==> src/rtl/ides_slip.sv <==
// Serial-to-parallel deserializer with CALIB-driven bit slip for word alignment.
// Define IDES_SLIP_CNT_EN to add the o_slip_cnt alignment-offset output.
module ides_slip #(
  parameter int DW = 4,
  parameter logic [DW-1:0] INIT = {DW{1'b0}}
) (
  input  logic          i_clk,
  input  logic          i_reset,
  input  logic          i_ce,
  input  logic          i_d,
  input  logic          i_calib,
  output logic [DW-1:0] o_q,
  output logic          o_q_valid
`ifdef IDES_SLIP_CNT_EN
  ,
  output logic [$clog2(DW)-1:0] o_slip_cnt
`endif
);

  localparam int CW = $clog2(DW);
  localparam logic [CW-1:0] CNT_MAX = CW'(DW - 1);

  generate
    if (!((DW == 4) || (DW == 8) || (DW == 10))) begin : g_bad_dw
      $error("ides_slip: DW must be 4, 8 or 10");
    end
  endgenerate

  logic [DW-1:0] r_sreg;
  logic [DW-1:0] r_q;
  logic [CW-1:0] r_cnt;
  logic          r_calib_d;
  logic          r_slip_pend;
  logic          r_q_valid;

  logic          w_calib_rise;
  logic          w_slip;
  logic [DW-1:0] w_shift;

  assign w_calib_rise = i_calib & ~r_calib_d;
  assign w_slip       = r_slip_pend | w_calib_rise;
  assign w_shift      = {i_d, r_sreg[DW-1:1]};

  // A slip holds the counter for one bit, pushing the word boundary one bit later.
  always_ff @(posedge i_clk) begin
    if (i_reset) begin
      r_sreg      <= '0;
      r_cnt       <= '0;
      r_q         <= INIT;
      r_q_valid   <= 1'b0;
      r_slip_pend <= 1'b0;
      r_calib_d   <= i_calib;
    end else begin
      r_calib_d <= i_calib;
      r_q_valid <= 1'b0;
      if (i_ce) begin
        r_sreg <= w_shift;
        if (w_slip) begin
          r_slip_pend <= 1'b0;
        end else if (r_cnt == CNT_MAX) begin
          r_q       <= w_shift;
          r_q_valid <= 1'b1;
          r_cnt     <= '0;
        end else begin
          r_cnt <= r_cnt + 1'b1;
        end
      end else if (w_calib_rise) begin
        r_slip_pend <= 1'b1;
      end
    end
  end

  assign o_q       = r_q;
  assign o_q_valid = r_q_valid;

`ifdef IDES_SLIP_CNT_EN
  logic [CW-1:0] r_slip_cnt;

  // Counts applied slips modulo DW, i.e. the current alignment offset.
  always_ff @(posedge i_clk) begin
    if (i_reset) begin
      r_slip_cnt <= '0;
    end else if (i_ce && w_slip) begin
      r_slip_cnt <= (r_slip_cnt == CNT_MAX) ? '0 : r_slip_cnt + 1'b1;
    end
  end

  assign o_slip_cnt = r_slip_cnt;
`endif

endmodule

==> config.mk <==
export PLATFORM = sky130hd
export DESIGN_NAME = ides_slip
export DESIGN_NICKNAME = d
export VERILOG_FILES = /design/src/rtl/ides_slip.sv
export SDC_FILE = /design/constraint.sdc
export NUM_CORES = 1
export LEC_CHECK = 0
export ABC_AREA = 1
export BUFFER_PORTS_ARGS = -buffer_cell sky130_fd_sc_hd__buf_2
export CAP_MARGIN = 20
export CORE_AREA = 2 2 39 41
export CTS_BUF_LIST = sky130_fd_sc_hd__clkbuf_8
export CTS_CLUSTER_SIZE = 40
export DETAILED_ROUTE_END_ITERATION = 16
export DIE_AREA = 0 0 41 43
export PLACE_DENSITY = 0.59
export SLEW_MARGIN = 30
export SYNTH_ARGS = -nofsm -noshare
export SYNTH_HDL_FRONTEND = slang
export SYNTH_SLANG_ARGS = --single-unit
export TNS_END_PERCENT = 1
==> constraint.sdc <==
create_clock -name i_clk -period 1.45 [get_ports i_clk]
set_input_delay 0.2175 -clock i_clk [delete_from_list [all_inputs] [get_ports i_clk]]
set_output_delay 0.2175 -clock i_clk [all_outputs]
set_load 0.01 [all_outputs]
# ---- Yosys cells after proc, flatten, opt, wreduce, memory -nomap -nowiden
# Cells that the tools add are included.
# Widths: inputs -> output; s select.
dict set report word_totals {
  ff_bits 13
  out_inout_bits 5
  elab_cells 24
  input_bits 5
}
dict set report classes {
  add_sub_neg 1
  bitwise 5
  n_mux 5
  reduce_logical 5
  eq_ne 2
}
# cell count
set op_table {}
lappend op_table {{$mux 1} 4}
lappend op_table {{$reduce_and 2->1} 2}
lappend op_table {{$not 1->1} 3}
lappend op_table {{$reduce_and 3->1} 1}
lappend op_table {{$reduce_or 3->1} 1}
lappend op_table {{$add 2x1->2 const B} 1}
lappend op_table {{$eq 2x2->1 const B} 1}
lappend op_table {{$mux 2} 1}
lappend op_table {{$ne 2x1->1 const B} 1}
lappend op_table {{$reduce_bool 2->1} 1}
lappend op_table {{$and 1x1->1} 1}
lappend op_table {{$or 1x1->1} 1}

# ---- Depth between registers and ports, before layout
# Gate-level depths: netlist of run 1.
dict set report logic_depth {
  depth_word 5
  mapped_depth 6
  depth_no_buf 6
}

# ---- Worst setup path after synthesis of run 1
# No wires, ideal clock.
dict set report synth_timing {
  path_type {register -> register}
  startpoint {register r_cnt[0]}
  endpoint {register r_q[0] (netlist: o_q[0])}
  stages_incl_launch_ff 5
  required_ns 1.336
  arrival_ns 0.887
  setup_ns 0.114
  synth_period_minus_slack_ns 1.001
  n_path_buf 0
  setup_slack_ns 0.449
  cell_sequence {dfxtp_1 ha_1 nand4_1 nand3_1 nand2_1}
}
dict set report synth_via {
  elab_chain_len 2
}
# element line
set synth_lines {}
lappend synth_lines {{from (decl)} 31} ;# logic [CW-1:0] r_cnt;
lappend synth_lines {{from (signal assigned)} 65} ;# r_cnt <= r_cnt + 1'b1;
lappend synth_lines {{$eq 2x2->1} 60} ;# end else if (r_cnt == CNT_MAX) begin
lappend synth_lines {{$reduce_and 3->1 (no source line)} --}
lappend synth_lines {{to (signal assigned)} 61} ;# r_q <= w_shift;
lappend synth_lines {{to (decl)} 30} ;# logic [DW-1:0] r_q;
# No other way between the ends.
# A chain may end at the register's enable or synchronous reset.

# ---- Final worst setup path of run 1
dict set report layout_timing {
  startpoint {register r_cnt[0]}
  endpoint {register r_q[3] (netlist: o_q[3])}
}
# Same word-level chain as after synthesis.

==> results.md, run 1 <==
* H-tree depth at 1
* GRT Residual Overflow at 0
* Post-synthesis cell count at 56
* Clock tree buffer depth at 2
* Worst-path maximum fanout at 6
* CP endpoint kind: flop
* Area grow syn2layout at 26.74%
* Ys Warns at 0
* DR pass1 iterations at 2
* CP arrival at 1.26 ns
* Ant. Diodes at 0
* Core Area at 1384 um2
* Sw Ratio at 20.97%
* Antenna violations before repair at 0
* Fin nets at 76
* Synth Register Bits at 12
* Fin crit period at 1.130 ns
* Placer congestion estimate at 0.7786
* Final period utilization at 77.91%
* Initial core utilization at 32.46%
* Synth area leaders: dfxtp_1 (53%), nand2_1 (8.4%), nand4_1 (8.4%)
* Clk_skew at 0.003684 ns
* TritonCTS clock tree: built
* Compound-Gate Fraction of Synth Area at under 10%
* Adder-cell area share of the yosys netlist at 2.786%
* Full die area at between 1500 and 2000 um2
* Sequential share of power at 46.2%
* Layout cells sized above 1 at 21.74%
* Area leader, netlist: dfxtp_1
* Post-DR vias/cell at 4.518
* Simple-Gate Fraction of Synth Area at approximately 34%
* Count leader, synth: dfxtp_1
* Cell Area, Synth at 449.2 um2
* Drt total wl at ~820 um
* Fin. Hold Viols at 0
* Vias in the first global route at approximately 320
* Worst Path Required at 1.58 ns
* Post-DP HPWL at ~620 um
* Root Buffer: clkbuf_8
* Net Switching at 160.1 uW
* Synth Net Count at 62
* CTS Hold Bufs at 0
* Unique masters post-synth at 12
* Final Max Tran Viols at 0
* Clk slew on worst S/H paths at 0.05 ns
* Post-synth EDFFs at 0
* # setup viols final at 0
* Clock network latency to the later pin of the worst-skew pair at approximately 0.24 ns
* Routed len/inst at 9.694 um
* Die W at between 40 and 50 um
* Die Ht at around 43 um
* Post CTS Setup Buffer Count at 0
* Internal power at 603.5 uW
* Leakage power at between 0.2 and 0.3 nW
* Clock network power share at a little under half
* Buffers on Ports at 9
* Primary FF master, synth: dfxtp_1
* RSZ-0062 raised after global routing: no
* HP Class: input pin to flop
* Fmax at 0.8852 GHz
* CP Class: flop to flop
* Gr usage total at 11.50%
* Post-synthesis mux area share at 0%
* Setup TNS at 0 ns
* DRC violations left at 0
* Peak supply drop at between 0.7 and 0.8 mV
* Critical path startpoint category: flop
* Final Power at 763.6 uW
* CTS Buf Count at 3
* Sequential area share after synthesis at roughly 53%
* Global-route wire length before repair at 1304 um
* Syn_area_per_cell at 8.021 um2
* Number of gates resized after cts at 0
* Worst Tran Pin Value at approximately 0.36 ns
* Synth cell count leaders: dfxtp_1 (12), nand2_1 (10), nor2_1 (10)
* I/O pins at 10
* Combinational share of power at 7.2%
* Max transition margin at 75.76%
* Largest family of logic cells by synthesized area: simple AND/OR/NAND/NOR gates
* DRT iter0 DRCs at 4
* Power per cell area at 1341 nW/um2
* Top-area cell type share of the netlist area at ~53%
* Max_cap viols at 0
* Antenna-violating nets left at 0
* Clock Sink Count at 12
* Post-Synth XOR/XNOR Area at 0%
* Status: finished, final reports clean
* DR vias at 384
* Largest net degree at the start of global routing at 10
* FP Rows at 14
* Synth async-reset ratio at 0%
-- cell type report --
cell class	instances	area (um2)
Timing Repair Buffer	9	45.04
Fill cell	146	814.5
Inverter	6	22.52
Sequential cell	12	240.2
Multi-Input combinational cell	38	186.4
Clock buffer	4	55.05
Tap cell	16	20.02
-- cells by family (layout without fill, tap and decap cells) --
logic type | Yosys count | after routing
fa+ha+maj | 1 | 1
compound gates | 4 | 4
buf+inv | 6 | 19
simple gates | 33 | 33
flops | 12 | 12
-- state kept, by name, indices dropped and copies added, names as in the netlist --
signal	count
r_cnt	2
r_calib_d	1
o_q	4
o_q_valid	1
r_sreg	3
r_slip_pend	1
-- cells in the final DEF (no fill, tap or decap) --
master     n
ha_1       1
nand4_1    6
inv_1      5
nand2_1   10
o21ai_0    3
nor2_1    10
nor3_1     1
nand3_1    5
clkbuf_8   4
inv_2      1
dfxtp_1   12
buf_2      9
a21oi_1    1
nor2_4     1
-- metal layers --
metal | global-route usage, % | vias to the layer above | wire [um]
li1 | - | 212 | -
met1 | 14.71 | 163 | 431
met2 | 14.06 | 9 | 356
met3 | 6.283 | 0 | 36
met4 | 8.000 | 0 | 0
met5 | 0 | - | 0
-- power by group through the flow --
stage	Clock [mW]	Sequential, mW	Combinational [mW]
detailed placement	0	0.359	0.0555
CTS	0.368	0.352	0.0553
global placement	0	0.359	0.0549
global route	0.388	0.354	0.0630
floorplan	0	0.358	0.0361
finish	0.357	0.352	0.0546
-- critical path, cell delays in order (launching register included) --
cell and delay, ns:
dfxtp_1 0.35, ha_1 0.25, nand4_1 0.24, nand3_1 0.13, nand2_1 0.05
-- through the flow --
step / hold slack [ns] / utilization [%] / std cells / worst slack, ns / area, um2
detailed placement: 0.3517 / 37.16 / 81 / 0.3413 / 514.2
global route: 0.09721 / 41.14 / 85 / 0.2258 / 569.3
CTS: 0.1010 / 41.14 / 85 / 0.3144 / 569.3
finish: 0.1079 / 41.14 / 85 / 0.3203 / 569.3
floorplan: 0.2452 / - / 56 / 0.4485 / 449.2
global placement: 0.3494 / 37.16 / 81 / 0.3739 / 514.2
-- final timing paths --
check | endpoint | start | slack [ns] | depth (start not counted)
setup / recovery | o_q[3]$_SDFFE_PP0P_ | r_cnt[0]$_SDFFE_PP0P_ | 0.32 | 4
hold / removal | r_calib_d$_DFF_P_ | i_calib | 0.11 | 1
setup reg to reg | o_q[3]$_SDFFE_PP0P_ | r_cnt[0]$_SDFFE_PP0P_ | 0.32 | 4
hold reg to reg | o_q[2]$_SDFFE_PP0P_ | o_q[2]$_SDFFE_PP0P_ | 0.46 | 2
Power figures use the tool's default switching activity.
==> inputs of run 2 (changes only) <==
==> constraint.sdc (replaced) <==
create_clock -name i_clk -period 1.18 [get_ports i_clk]
set_input_delay 0.177 -clock i_clk [delete_from_list [all_inputs] [get_ports i_clk]]
set_output_delay 0.177 -clock i_clk [all_outputs]
set_load 0.01 [all_outputs]
==> run 2 against run 1 <==
Against the previous run: via count stayed put; critical path depth stayed put; non-clock buffer count is the same; register-to-register slack worse by 0.23 ns; global-route usage stayed put; clock power grew 23%; maximum frequency up 3.7%; critical endpoint unchanged; worst hold slack got worse by 0.041 ns; worst setup slack got worse by 0.23 ns; flip-flop and latch count stayed put; routed wire length increased by 0.97%; sequential power increased by 23%.
==> results.md, run 2 (same netlist as run 1, synthesis figures left out) <==
* Fin area at 571.8 um2 (+0.44%)
* Worst Tran Pin Value at 0.3634 ns (-0.0001271 ns)
* Max reg flops at 4 (unchanged)
* Routed length on met1 at 437 um (+1.4%)
* Sw Ratio at 21.02% (+0.056 points)
* Fin. Hold Viols at 0 (unchanged)
* Clock network power share at 46.6% (about the same)
* FP Rows at 14 (unchanged)
* Clock network latency to the later pin of the worst-skew pair at 0.24 ns (about the same)
* Setup TNS at 0 ns (unchanged)
* Antenna violations before repair at 0 (unchanged)
* DR pass1 iterations at 2 (unchanged)
* Peak supply drop at 0.9123 mV (+23%)
* CP arrival at 1.22 ns (-0.04 ns)
* Die W at 41 um (unchanged)
* Fin nets at 76 (unchanged)
* I/O pins at 10 (unchanged)
* Layout cells sized above 1 at 23.19% (+1.4 points)
* Full die area at 1763 um2 (unchanged)
* Worst-path maximum fanout at 6 (unchanged)
* Area post-placement at 514.2 um2 (unchanged)
* Buffers on Ports at 9 (unchanged)
* Gr usage total at 11.50% (unchanged)
* Fin crit period at 1.089 ns (-0.04083 ns)
* Area grow syn2layout at 27.30%
* Layout fillers at 146 (unchanged)
* Hold path cells at 1 (unchanged)
* Critical R2R Capture: o_q[3]$_SDFFE_PP0P_
* DRC violations left at 0 (unchanged)
* Initial core utilization at 32.46% (unchanged)
* Global-route wire length before repair at 1304 um (unchanged)
* Max transition margin at 75.77% (about the same)
* Clock tree buffer depth at 2 (unchanged)
* DR vias at 384 (unchanged)
* CTS Buf Count at 3 (unchanged)
* Routed len/inst at 9.788 um (+0.97%)
* Largest net degree at the start of global routing at 10 (unchanged)
* Leakage power at 0.2858 nW (-0.83%)
* Most frequent cells in the layout: dfxtp_1 (12), nand2_1 (10), nor2_1 (10)
* TritonCTS clock tree: built
* Core Area at 1384 um2 (unchanged)
* Worst hold endpoint: r_calib_d$_DFF_P_
* Root Buffer: clkbuf_8
* HP Class: input pin to flop
* CP endpoint kind: flop
* H-tree depth at 1 (unchanged)
* Uppermost layer routed: met3
* DR WL met3 at 36 um (unchanged)
* Max_cap viols at 0 (unchanged)
* Clk_skew at 0.003657 ns (-0.00002654 ns)
* Combinational share of power at 7.2% (about the same)
* # setup viols final at 0 (unchanged)
* Clock Sink Count at 12 (unchanged)
* Vias in the first global route at 317 (unchanged)
* CP Class: flop to flop
* RSZ-0062 raised after global routing: no
* Reg2Reg Depth at 4 (unchanged)
* GRT Residual Overflow at 0 (unchanged)
* Final Power at 939.7 uW (+23%)
* Status: finished, final reports clean
* Critical path startpoint category: flop
* Power per cell area at 1643 nW/um2 (+23%)
* Met2 Wirelength at 358 um (+0.56%)
* Fmax at 0.9184 GHz (+3.7%)
* Worst hold start: i_calib
* Final Max Tran Viols at 0 (unchanged)
* Clk slew on worst S/H paths at 0.05 ns (about the same)
* Reg2reg start: r_cnt[0]$_SDFFE_PP0P_
* Net Switching at 197.5 uW (+23%)
* DRT iter0 DRCs at 4 (unchanged)
* Final core occ at 41.32% (+0.18 points)
* Drt total wl at 832 um (+0.97%)
* Worst reg-to-reg setup slack at 0.09 ns (-0.23 ns)
* Final period utilization at 92.28% (+14 points)
* Worst Path Required at 1.31 ns (-0.27 ns)
* Internal power at 742.1 uW (+23%)
* Sequential share of power at 46.1% (about the same)
* Post-DP HPWL at 624.3 um (unchanged)
* Ant. Diodes at 0 (unchanged)
* Placer congestion estimate at 0.7786 (unchanged)
* Post-DR vias/cell at 4.518 (unchanged)
* Antenna-violating nets left at 0 (unchanged)
* Die Ht at 43 um (unchanged)
* Most common cell after layout, fill and taps aside: dfxtp_1
* Post CTS Setup Buffer Count at 0 (unchanged)
==> run 2: cell types whose count changed in the layout (fill, tap and decap cells not counted) <==
cell,delta
ha_1,-1
ha_2,+1
==> run 2: how the worst max path moves through the flow <==
stage | endpoint | slack (ns) | from
floorplan | o_q[0]$_SDFFE_PP0P_ | 0.18 | r_cnt[0]$_SDFFE_PP0P_
global placement | o_q[2]$_SDFFE_PP0P_ | 0.10 | r_cnt[0]$_SDFFE_PP0P_
detailed placement | o_q[1]$_SDFFE_PP0P_ | 0.07 | r_cnt[0]$_SDFFE_PP0P_
CTS | o_q[1]$_SDFFE_PP0P_ | 0.04 | r_cnt[0]$_SDFFE_PP0P_
global route | o_q[3]$_SDFFE_PP0P_ | 0.01 | r_cnt[0]$_SDFFE_PP0P_
finish | o_q[3]$_SDFFE_PP0P_ | 0.09 | r_cnt[0]$_SDFFE_PP0P_
==> run 2: final cells by class <==
cell class | instances | area (um2) | area share (%)
Tap cell | 16 | 20.02 | 3.501
Clock buffer | 4 | 55.05 | 9.628
Multi-Input combinational cell | 38 | 188.9 | 33.04
Inverter | 6 | 22.52 | 3.939
Timing Repair Buffer | 9 | 45.04 | 7.877
Sequential cell | 12 | 240.2 | 42.01
==> run 2: timing repair <==
action                     4_1_cts  5_1_grt
setup endpoints to repair        0        5
gates resized for setup          0        1
hold buffers                     0        0
==> run 2: metrics by stage <==
| stage | setup slack, ns | hold slack (ns) | std cells |
|---|---|---|---|
| 3_5_place_dp | 0.07131 | 0.3112 | 81 |
| 3_3_place_gp | 0.1039 | 0.3089 | 81 |
| 5_1_grt | 0.01301 | 0.05671 | 85 |
| 2_1_floorplan | 0.1785 | 0.2047 | 56 |
| 4_1_cts | 0.04443 | 0.06054 | 85 |
| 6_report | 0.09111 | 0.06726 | 85 |
==> run 2: power by group through the flow <==
| stage | logic [mW] | clock network, mW | registers [mW] |
|---|---|---|---|
| after floorplan | 0.0444 | 0 | 0.439 |
| after global placement | 0.0674 | 0 | 0.441 |
| after detailed placement | 0.0682 | 0 | 0.441 |
| after CTS | 0.0679 | 0.453 | 0.433 |
| after global routing | 0.0779 | 0.477 | 0.435 |
| final | 0.0680 | 0.438 | 0.433 |
==> run 2: layer usage <==
layer  vias up  GRT usage (%)
li1        212              -
met1       163          14.71
met2         9          14.06
met3         0          6.283
met4         0          8.000
met5         -              0
==> run 2: worst max-delay path, cell delays in order (launching register included) <==
cell	delay [ns]
dfxtp_1	0.36
ha_2	0.24
nand4_1	0.21
nand3_1	0.13
nand2_1	0.05
==> inputs of run 3 (changes only) <==
--- a/config.mk
+++ b/config.mk
@@ -8,12 +8,14 @@
 export ABC_AREA = 1
 export BUFFER_PORTS_ARGS = -buffer_cell sky130_fd_sc_hd__buf_2
 export CAP_MARGIN = 20
+export CELL_PAD_IN_SITES_DETAIL_PLACEMENT = 0
+export CELL_PAD_IN_SITES_GLOBAL_PLACEMENT = 1
 export CORE_AREA = 2 2 39 41
 export CTS_BUF_LIST = sky130_fd_sc_hd__clkbuf_8
 export CTS_CLUSTER_SIZE = 40
 export DETAILED_ROUTE_END_ITERATION = 16
 export DIE_AREA = 0 0 41 43
-export PLACE_DENSITY = 0.59
+export PLACE_DENSITY = 0.75
 export SLEW_MARGIN = 30
 export SYNTH_ARGS = -nofsm -noshare
 export SYNTH_HDL_FRONTEND = slang
==> run 3 against run 2 <==
Against the previous run: utilization increased by 0.36 points; flip-flop and latch count is the same; non-clock buffer count up 1; maximum frequency up 3.5%; sequential share of layout area shrank 0.36 points.
==> results.md, run 3 (same netlist as run 1, synthesis figures left out) <==
* Status: finished, final reports clean
* Final period utilization at 89.14% (-3.1 points)
* Fin crit period at 1.052 ns (-0.03706 ns)
* CTS Hold Bufs at 0 (unchanged)
* Antenna violations before repair at 0 (unchanged)
* RSZ-0062 raised after global routing: no
* Most frequent cells in the layout: dfxtp_1 (12), nand2_1 (10), nor2_1 (10)
* Die W at 41 um (unchanged)
* Crit path from: r_cnt[0]$_SDFFE_PP0P_
* Fin area at 576.8 um2 (+0.88%)
* Root Buffer: clkbuf_8
* Area post-placement at 521.8 um2 (+1.5%)
* I/O pins at 10 (unchanged)
* Full die area at 1763 um2 (unchanged)
* Post-DP HPWL at 637.3 um (+2.1%)
* Placer congestion estimate at 0.7867 (+1.0%)
* Core Area at 1384 um2 (unchanged)
* FP Rows at 14 (unchanged)
* Global-route wire length before repair at 1386 um (+6.3%)
* Worst Tran Pin Value at 0.3522 ns (-0.01129 ns)
* DR vias at 390 (+1.6%)
* TritonCTS clock tree: built
* Clock Sink Count at 12 (unchanged)
* DR pass1 iterations at 2 (unchanged)
* Worst Path Required at 1.32 ns (about the same)
* Clock tree buffer depth at 2 (unchanged)
* Smallest hold slack at 0.06597 ns (-0.001289 ns)
* Leakage power at 0.2936 nW (+2.7%)
* Fmax at 0.9507 GHz (+3.5%)
* Die Ht at 43 um (unchanged)
* Max transition margin at 76.52% (+0.75 points)
* Ant. Diodes at 0 (unchanged)
* Routed len/inst at 9.849 um (+0.62%)
* Final Power at 950.5 uW (+1.2%)
* HP Class: input pin to flop
* Power per cell area at 1648 nW/um2 (+0.28%)
* Max reg flops at 4 (unchanged)
* Placed cell count at 82 (+1.2%)
* DRC violations left at 0 (unchanged)
* Vias in the first global route at 339 (+6.9%)
* CP endpoint kind: flop
* Post-DR vias/cell at 4.535 (+0.38%)
* Worst-path maximum fanout at 6 (unchanged)
* DRT iter0 DRCs at 4 (unchanged)
* Fin nets at 77 (+1.3%)
* CP arrival at 1.19 ns (-0.03 ns)
* Reg2reg start: r_cnt[0]$_SDFFE_PP0P_
* Antenna-violating nets left at 0 (unchanged)
* Worst hold start: i_calib
* Fin. Hold Viols at 0 (unchanged)
* # setup viols final at 0 (unchanged)
* Peak supply drop at 0.7328 mV (-20%)
* Clock network latency to the later pin of the worst-skew pair at 0.24 ns (about the same)
* Final std cells w/o fill at 86 (+1.2%)
* Gr usage total at 12.71% (+1.2 points)
* Final Max Tran Viols at 0 (unchanged)
* Pre-CTS setup slack at 0.1112 ns (+0.03985 ns)
* Initial core utilization at 32.46% (unchanged)
* Largest net degree at the start of global routing at 10 (unchanged)
* Max_cap viols at 0 (unchanged)
* Buffers on Ports at 9 (unchanged)
* Clk slew on worst S/H paths at 0.05 ns (about the same)
* GRT Residual Overflow at 0 (unchanged)
* Drt total wl at 847 um (+1.8%)
* Most common cell after layout, fill and taps aside: dfxtp_1
* H-tree depth at 1 (unchanged)
* CP Class: flop to flop
* Post-route setup slack at 0.1282 ns (+0.03706 ns)
* CTS Buf Count at 3 (unchanged)
* Final core occ at 41.68% (+0.36 points)
* Clk_skew at 0.003535 ns (-0.0001217 ns)
* Layout cells sized above 1 at 22.86% (-0.33 points)
* Setup TNS at 0 ns (unchanged)
* Critical path startpoint category: flop
* Worst reg-to-reg setup slack at 0.13 ns (+0.04 ns)
* Area grow syn2layout at 28.41%
run 3: changes by cell type in the layout (fill, tap and decap cells not counted):
cell   previous run  this run
buf_4             0         1
ha_2              1         0
ha_1              0         1
run 3: cell type report:
cell class	count	area [um2]
Clock buffer	4	55.05
Fill cell	138	807.0
Inverter	6	22.52
Multi-Input combinational cell	38	186.4
Sequential cell	12	240.2
Tap cell	16	20.02
Timing Repair Buffer	10	52.55
run 3: final timing paths:
path / to / cells after the start
min: r_calib_d$_DFF_P_ / 1
max reg2reg: o_q[0]$_SDFFE_PP0P_ / 4
min reg2reg: o_q[3]$_SDFFE_PP0P_ / 2
max: o_q[0]$_SDFFE_PP0P_ / 4
run 3: worst max-delay path, stage by stage (launching register included):
cell and delay (ns):
dfxtp_1 0.35, ha_1 0.18, nand4_1 0.22, nand3_1 0.15
nand2_1 0.05
run 3: power breakdown:
part	total [mW]	internal [mW]	switching (mW)
clock	0.449	0.295	0.155
sequential	0.433	0.423	0.00958
combinational	0.0685	0.0253	0.0432
run 3: timing repair:
item	4_1_cts	5_1_grt
gates resized for setup	0	0
setup endpoints to repair	0	1
buffers inserted	0	0
run 3: routing by layer:
| layer | vias to the layer above | global-route usage (%) | part of all wire (%) |
|---|---|---|---|
| met5 | - | 0 | 0 |
| met2 | 8 | 14.37 | 39 |
| met3 | 4 | 3.141 | 3.4 |
| li1 | 214 | - | - |
| met1 | 164 | 16.34 | 52 |
| met4 | 0 | 16.00 | 6.0 |
